[src/rtl/dna_search_pkg.sv]
// Base encodings, one-hot scanner states and the base-match rule
// shared by the DNA pattern scanner.
package dna_search_pkg;

  localparam logic [3:0] BASE_A = 4'b0001;
  localparam logic [3:0] BASE_C = 4'b0010;
  localparam logic [3:0] BASE_G = 4'b0100;
  localparam logic [3:0] BASE_T = 4'b1000;
  localparam logic [3:0] BASE_N = 4'b1111;

  typedef enum logic [4:0] {
    ST_IDLE     = 5'b00001,
    ST_LOAD     = 5'b00010,
    ST_COMPARE  = 5'b00100,
    ST_EMIT     = 5'b01000,
    ST_COMPLETE = 5'b10000
  } state_t;

  // Overlapping bits cover ambiguity codes; N matches everything.
  function automatic logic base_match(
    input logic [3:0] a,
    input logic [3:0] b
  );
    return (|(a & b)) || (a == b);
  endfunction

endpackage

[src/rtl/dna_base_match.sv]
// Combinational comparator for one pair of 4-bit bases.
module dna_base_match
  import dna_search_pkg::*;
(
  input  logic [3:0] a,
  input  logic [3:0] b,
  output logic       match
);

  assign match = base_match(a, b);

endmodule

[src/rtl/dna_pattern_scanner.sv]
// Approximate pattern scanner: one base compared per cycle, hits
// streamed out over a valid/ready handshake.
module dna_pattern_scanner
  import dna_search_pkg::*;
#(
  parameter int BASES     = 8,
  parameter int PAT_BASES = 2,
  parameter int LOC_W     = $clog2(BASES),
  parameter int MM_W      = 2
) (
  input  logic                   CLK,
  input  logic                   RST,
  input  logic                   START,
  input  logic [4*BASES-1:0]     bigSeq,
  input  logic [4*PAT_BASES-1:0] smallSeq,
  input  logic [LOC_W-1:0]       startIndex,
  input  logic [MM_W-1:0]        mismatchLimit,
  input  logic                   findAll,
  input  logic                   outReady,
  output logic                   matchValid,
  output logic [LOC_W-1:0]       matchLoc,
  output logic [MM_W-1:0]        matchMm,
  output logic                   found,
  output logic [LOC_W-1:0]       location,
  output logic [LOC_W:0]         matchCount,
  output logic                   DONE,
  output logic [4:0]             currState
);

  localparam logic [LOC_W-1:0] P_LAST  = LOC_W'(PAT_BASES - 1);
  localparam logic [LOC_W:0]   CNT_MAX = '1;

  state_t                 state;
  logic [4*BASES-1:0]     text;
  logic [4*PAT_BASES-1:0] pat;
  logic [MM_W-1:0]        limit;
  logic                   all;
  logic [LOC_W-1:0]       p;
  logic [LOC_W-1:0]       k;
  logic [MM_W-1:0]        mm;

  logic [LOC_W-1:0] t_idx;
  logic [LOC_W-1:0] s_idx;
  logic [3:0]       t_base;
  logic [3:0]       s_base;
  logic             base_ok;
  logic [MM_W:0]    mm_next;
  logic             abort;
  logic             last_k;
  logic             last_p;
  logic             bad_start;

  assign t_idx  = p - k;
  assign s_idx  = P_LAST - k;
  assign t_base = text[{t_idx, 2'b00} +: 4];
  assign s_base = pat[{s_idx, 2'b00} +: 4];

  dna_base_match u_match (
    .a     (t_base),
    .b     (s_base),
    .match (base_ok)
  );

  // One extra bit so a mismatch at mm == all-ones still aborts.
  assign mm_next = {1'b0, mm} + (MM_W + 1)'(!base_ok);
  assign abort   = mm_next > {1'b0, limit};
  assign last_k  = k == P_LAST;
  assign last_p  = p == P_LAST;

  assign bad_start = (startIndex < P_LAST) ||
                     (32'(startIndex) >= 32'(BASES));

  assign currState = state;

  always_ff @(posedge CLK) begin
    if (RST) begin
      state      <= ST_IDLE;
      matchValid <= 1'b0;
      matchLoc   <= '0;
      matchMm    <= '0;
      found      <= 1'b0;
      location   <= '0;
      matchCount <= '0;
      DONE       <= 1'b0;
      text       <= '0;
      pat        <= '0;
      limit      <= '0;
      all        <= 1'b0;
      p          <= '0;
      k          <= '0;
      mm         <= '0;
    end else begin
      unique case (state)
        ST_IDLE, ST_COMPLETE: begin
          if (START) begin
            state      <= ST_LOAD;
            found      <= 1'b0;
            location   <= '0;
            matchCount <= '0;
            DONE       <= 1'b0;
          end
        end
        ST_LOAD: begin
          text  <= bigSeq;
          pat   <= smallSeq;
          limit <= mismatchLimit;
          all   <= findAll;
          p     <= startIndex;
          k     <= '0;
          mm    <= '0;
          if (bad_start) begin
            state <= ST_COMPLETE;
            DONE  <= 1'b1;
          end else begin
            state <= ST_COMPARE;
          end
        end
        ST_COMPARE: begin
          if (abort) begin
            k  <= '0;
            mm <= '0;
            if (last_p) begin
              state <= ST_COMPLETE;
              DONE  <= 1'b1;
            end else begin
              p <= p - 1'b1;
            end
          end else if (last_k) begin
            state      <= ST_EMIT;
            matchValid <= 1'b1;
            matchLoc   <= p;
            matchMm    <= mm_next[MM_W-1:0];
            found      <= 1'b1;
            if (!found) location <= p;
          end else begin
            k  <= k + 1'b1;
            mm <= mm_next[MM_W-1:0];
          end
        end
        ST_EMIT: begin
          if (outReady) begin
            matchValid <= 1'b0;
            if (matchCount != CNT_MAX) matchCount <= matchCount + 1'b1;
            k  <= '0;
            mm <= '0;
            if (!all || last_p) begin
              state <= ST_COMPLETE;
              DONE  <= 1'b1;
            end else begin
              state <= ST_COMPARE;
              p     <= p - 1'b1;
            end
          end
        end
        default: state <= ST_IDLE;
      endcase
    end
  end

endmodule

[config.mk]
export PLATFORM = sky130hd
export DESIGN_NAME = dna_pattern_scanner
export DESIGN_NICKNAME = d
export VERILOG_FILES = /design/src/rtl/dna_search_pkg.sv /design/src/rtl/dna_base_match.sv /design/src/rtl/dna_pattern_scanner.sv
export SDC_FILE = /design/constraint.sdc
export NUM_CORES = 1
export LEC_CHECK = 0
export ABC_CLOCK_PERIOD_IN_PS = 13750
export CAP_MARGIN = 25
export CELL_PAD_IN_SITES_DETAIL_PLACEMENT = 0
export CELL_PAD_IN_SITES_GLOBAL_PLACEMENT = 2
export CORE_UTILIZATION = 32
export DETAILED_ROUTE_END_ITERATION = 8
export PLACE_DENSITY_LB_ADDON = 0.1
export SYNTH_ARGS = -nofsm -noshare
export SYNTH_HDL_FRONTEND = slang
export SYNTH_HIERARCHICAL = 1
export SYNTH_SLANG_ARGS = --single-unit
export TNS_END_PERCENT = 10
[constraint.sdc]
create_clock -name CLK -period 13.75 [get_ports CLK]
set_clock_uncertainty 0.15 [all_clocks]
set_input_delay 2.0625 -clock CLK [delete_from_list [all_inputs] [get_ports CLK]]
set_output_delay 2.0625 -clock CLK [all_outputs]
set_load 0.01 [all_outputs]
==> summary.txt <==
Status
  • Status: finished, final reports clean

Logic synthesis
  • Seq/Total Area, Yosys: 0.417
  • Main area contributors after synthesis: dfxtp_1 (42%), nand2_1 (11%), a21oi_1 (8.8%)
  • Synth async-reset ratio: 0
  • Mapped Avg Cell Area: 8.43 sq um
  • Main synth FF type: dfxtp_1
  • Ys Warns: 6
  • Library cells used by synthesis: 57
  • Synth Net Count: 469
  • Synthesized area: 0.00341 sq mm
  • Number of synthesized flops with an enable pin: 0
  • #FFs+latches synth: 71
  • Cells after Synth: 404
  • Dominant cell type by area after synthesis: dfxtp_1
  • Yosys top cell area share: 0.417

Placement
  • Hpwl dp: 6.12 mm
  • Port buffer count: 69
  • GPL Wtd Cong: 0.783
  • DP Worst Slack: 7.98 ns

Global route
  • First-pass GRT wire length: 14.0 mm
  • Remaining global-route overflow: 0
  • Largest net degree at the start of global routing: 73
  • Overall routing resource usage: 0.163
  • Initial antenna violation count: 0
  • Vias in the first global route: 2790

Route
  • Vias per cell: 4.92
  • Initial DRT Pass Iterations: 4
  • First-iteration detailed-routing DRC count: 69
  • WL/cell: 14.1 microns
  • Detailed-route via count: 2993
  • Final WL: 8.59 mm
  • Routed Antenna Nets: 0
  • DRC viols: 0

STA
  • Final setup viols: 0
  • Final hold slack: 0.304 ns
  • Max Transition Viols Final: 0
  • Min Tclk post-route: 5.72 ns
  • Fin crit share: 0.416
  • Worst-Margin Slew: 0.783 ns
  • Fin. Hold Viols: 0
  • Final WS setup: 8.03 ns
  • Max Freq: 175 MHz
  • RSZ-0062 raised after global routing: false
  • Max-slew headroom: 0.478
  • Setup Total Neg Slack: 0 ns

Critical path
  • Worst EP required: 13.79 ns
  • Arrival @ worst endpoint: 5.76 ns
  • Largest stage delay, worst path: 0.82 ns
  • CP Buf/Inv Count: 3
  • Worst Path Class, Setup: register to register
  • Crit-path slowest cell: fa_1
  • Cells along the critical path: ha_1 > inv_1 > fa_1 > mux4_2 > mux2_2 > ha_1 > o41ai_1 > inv_1 > ha_1 > inv_1 > fa_1 > o31a_1 > o211ai_2 > o2111ai_2 > a211oi_1 > a211oi_1
  • Worst R2R Setup Slack: 8.03 ns
  • CP startpoint kind: register
  • Crit-path max FO: 10
  • Cell family with most CP delay: adder cells
  • Critical Path Sink Type: register

Pwr
  • PwrDens: 114 mW/mm^2
  • Combinational share of power: 0.225
  • LEAKAGE: 1.49 nW
  • Switch share: 0.304
  • Maximum vdd drop: 0.0503 mV
  • Pint: 0.348 mW
  • Clock network power share: 0.310
  • Psw: 0.152 mW
  • Sequential share of power: 0.466

CTS
  • Clock slew at reported path FFs: 0.08 ns
  • Htree depth: 3
  • Clk_lat worst skew: 0.35 ns
  • CTS Buf Count: 9
  • Number of clock sinks: 71
  • CTS tree: yes
  • PostCTS Resize Cnt: 0
  • Root buffer cell: clkbuf_8
  • Clock buffer depth: 2
  • Post-CTS Setup Inserts: 0
  • CTS Hold Bufs: 0

Die
  • Die H: 105 microns
  • Rows: 37
  • Initial Util: 0.330
  • Die W: 105 microns
  • Ports: 70
  • Die area: 0.0111 sq mm
  • Core Region: 0.0103 sq mm

Final layout
  • Share of layout cells above drive strength 1: 0.0975
  • Area delta synth->final: 28.9%
  • Final Net Count: 532
  • Area of the multi-input gates: 0.00186 sq mm
  • Register area: 0.00142 sq mm
  • Commonest non-fill, non-tap cell in the layout: nand2_1
  • Fillers: 1071
  • Most frequent cells in the layout: nand2_1 (104), dfxtp_1 (71), clkdlybuf4s50_1 (68)
  • Antenna cells: 0

Hold path
  • HP Class: register to register

Run
  • MaxCap Viol Count: 0
## layer usage
layer	track usage	up-vias	routed length [microns]
li1	-	1531	-
met1	0.198	1408	3980
met2	0.282	47	4260
met3	0.0368	7	250
met4	0.0573	0	105
met5	0	-	0
## synthesized netlist by cell type, drive strengths merged (2+ instances only)
master,number
nor3b,2
xnor2,3
nand3,4
inv,13
clkbuf,17
mux2,4
nand2b,4
nor2,22
o22ai,2
or2,4
a31oi,2
a21oi,60
dfxtp,71
nor3,8
ha,13
a22oi,3
o21ai,14
o41ai,2
nand3b,3
mux2i,4
nor2b,4
or3,6
a211oi,2
and4bb,2
fa,2
mux4,8
buf,3
nand2,104
## metrics by stage
step,utilization,instances,total power [mW],instance area (sq um)
after global routing,0.425,608,0.531,4390
after detailed placement,0.407,592,0.351,4210
after CTS,0.425,608,0.509,4390
after floorplan,-,404,0.308,3410
final,0.425,608,0.500,4390
after global placement,0.407,592,0.351,4210
## final timing paths
path               start          end  cells after the start
max                 k[0]         p[1]                     16
min          location[1]  location[1]                      2
min reg2reg  location[1]  location[1]                      2
max reg2reg         k[0]         p[1]                     16
## worst min-delay path: stages, from the launching register on
cell     delay, ns
dfxtp_1       0.31
nand2_1       0.05
a21oi_1       0.05
## logic make-up after synthesis
group                      after synthesis  synth area share
adders and majority gates               15            0.0595
buffers and inverters                   33            0.0371
DFF                                     71             0.417
and+or+nand+nor                        168             0.226
xor gates and xnor gates                 4            0.0125
AOI/OAI and AO/OA                       97             0.169
muxes                                   16            0.0779
## power groups by stage
stage / logic [mW] / clock network (mW) / registers (mW)
2_1_floorplan: 0.0750 / 0 / 0.233
3_3_place_gp: 0.113 / 0 / 0.238
3_5_place_dp: 0.114 / 0 / 0.238
4_1_cts: 0.114 / 0.161 / 0.233
5_1_grt: 0.126 / 0.171 / 0.235
6_report: 0.112 / 0.155 / 0.233
## cell type report
type | count | area share
Clock inverter | 5 | 0.00741
Sequential cell | 71 | 0.324
Tap cell | 136 | 0.0388
Multi-Input combinational cell | 300 | 0.423
Inverter | 13 | 0.0111
Clock buffer | 11 | 0.0345
Timing Repair Buffer | 72 | 0.161
## sequential cells by signal, indices dropped and copies added (netlist names), 3 cells and up
signal and flops:
p 3, text 32, pat 8, currState 5, k 3, matchCount 4
matchLoc 3, location 3
Power figures use the tool's default switching activity.
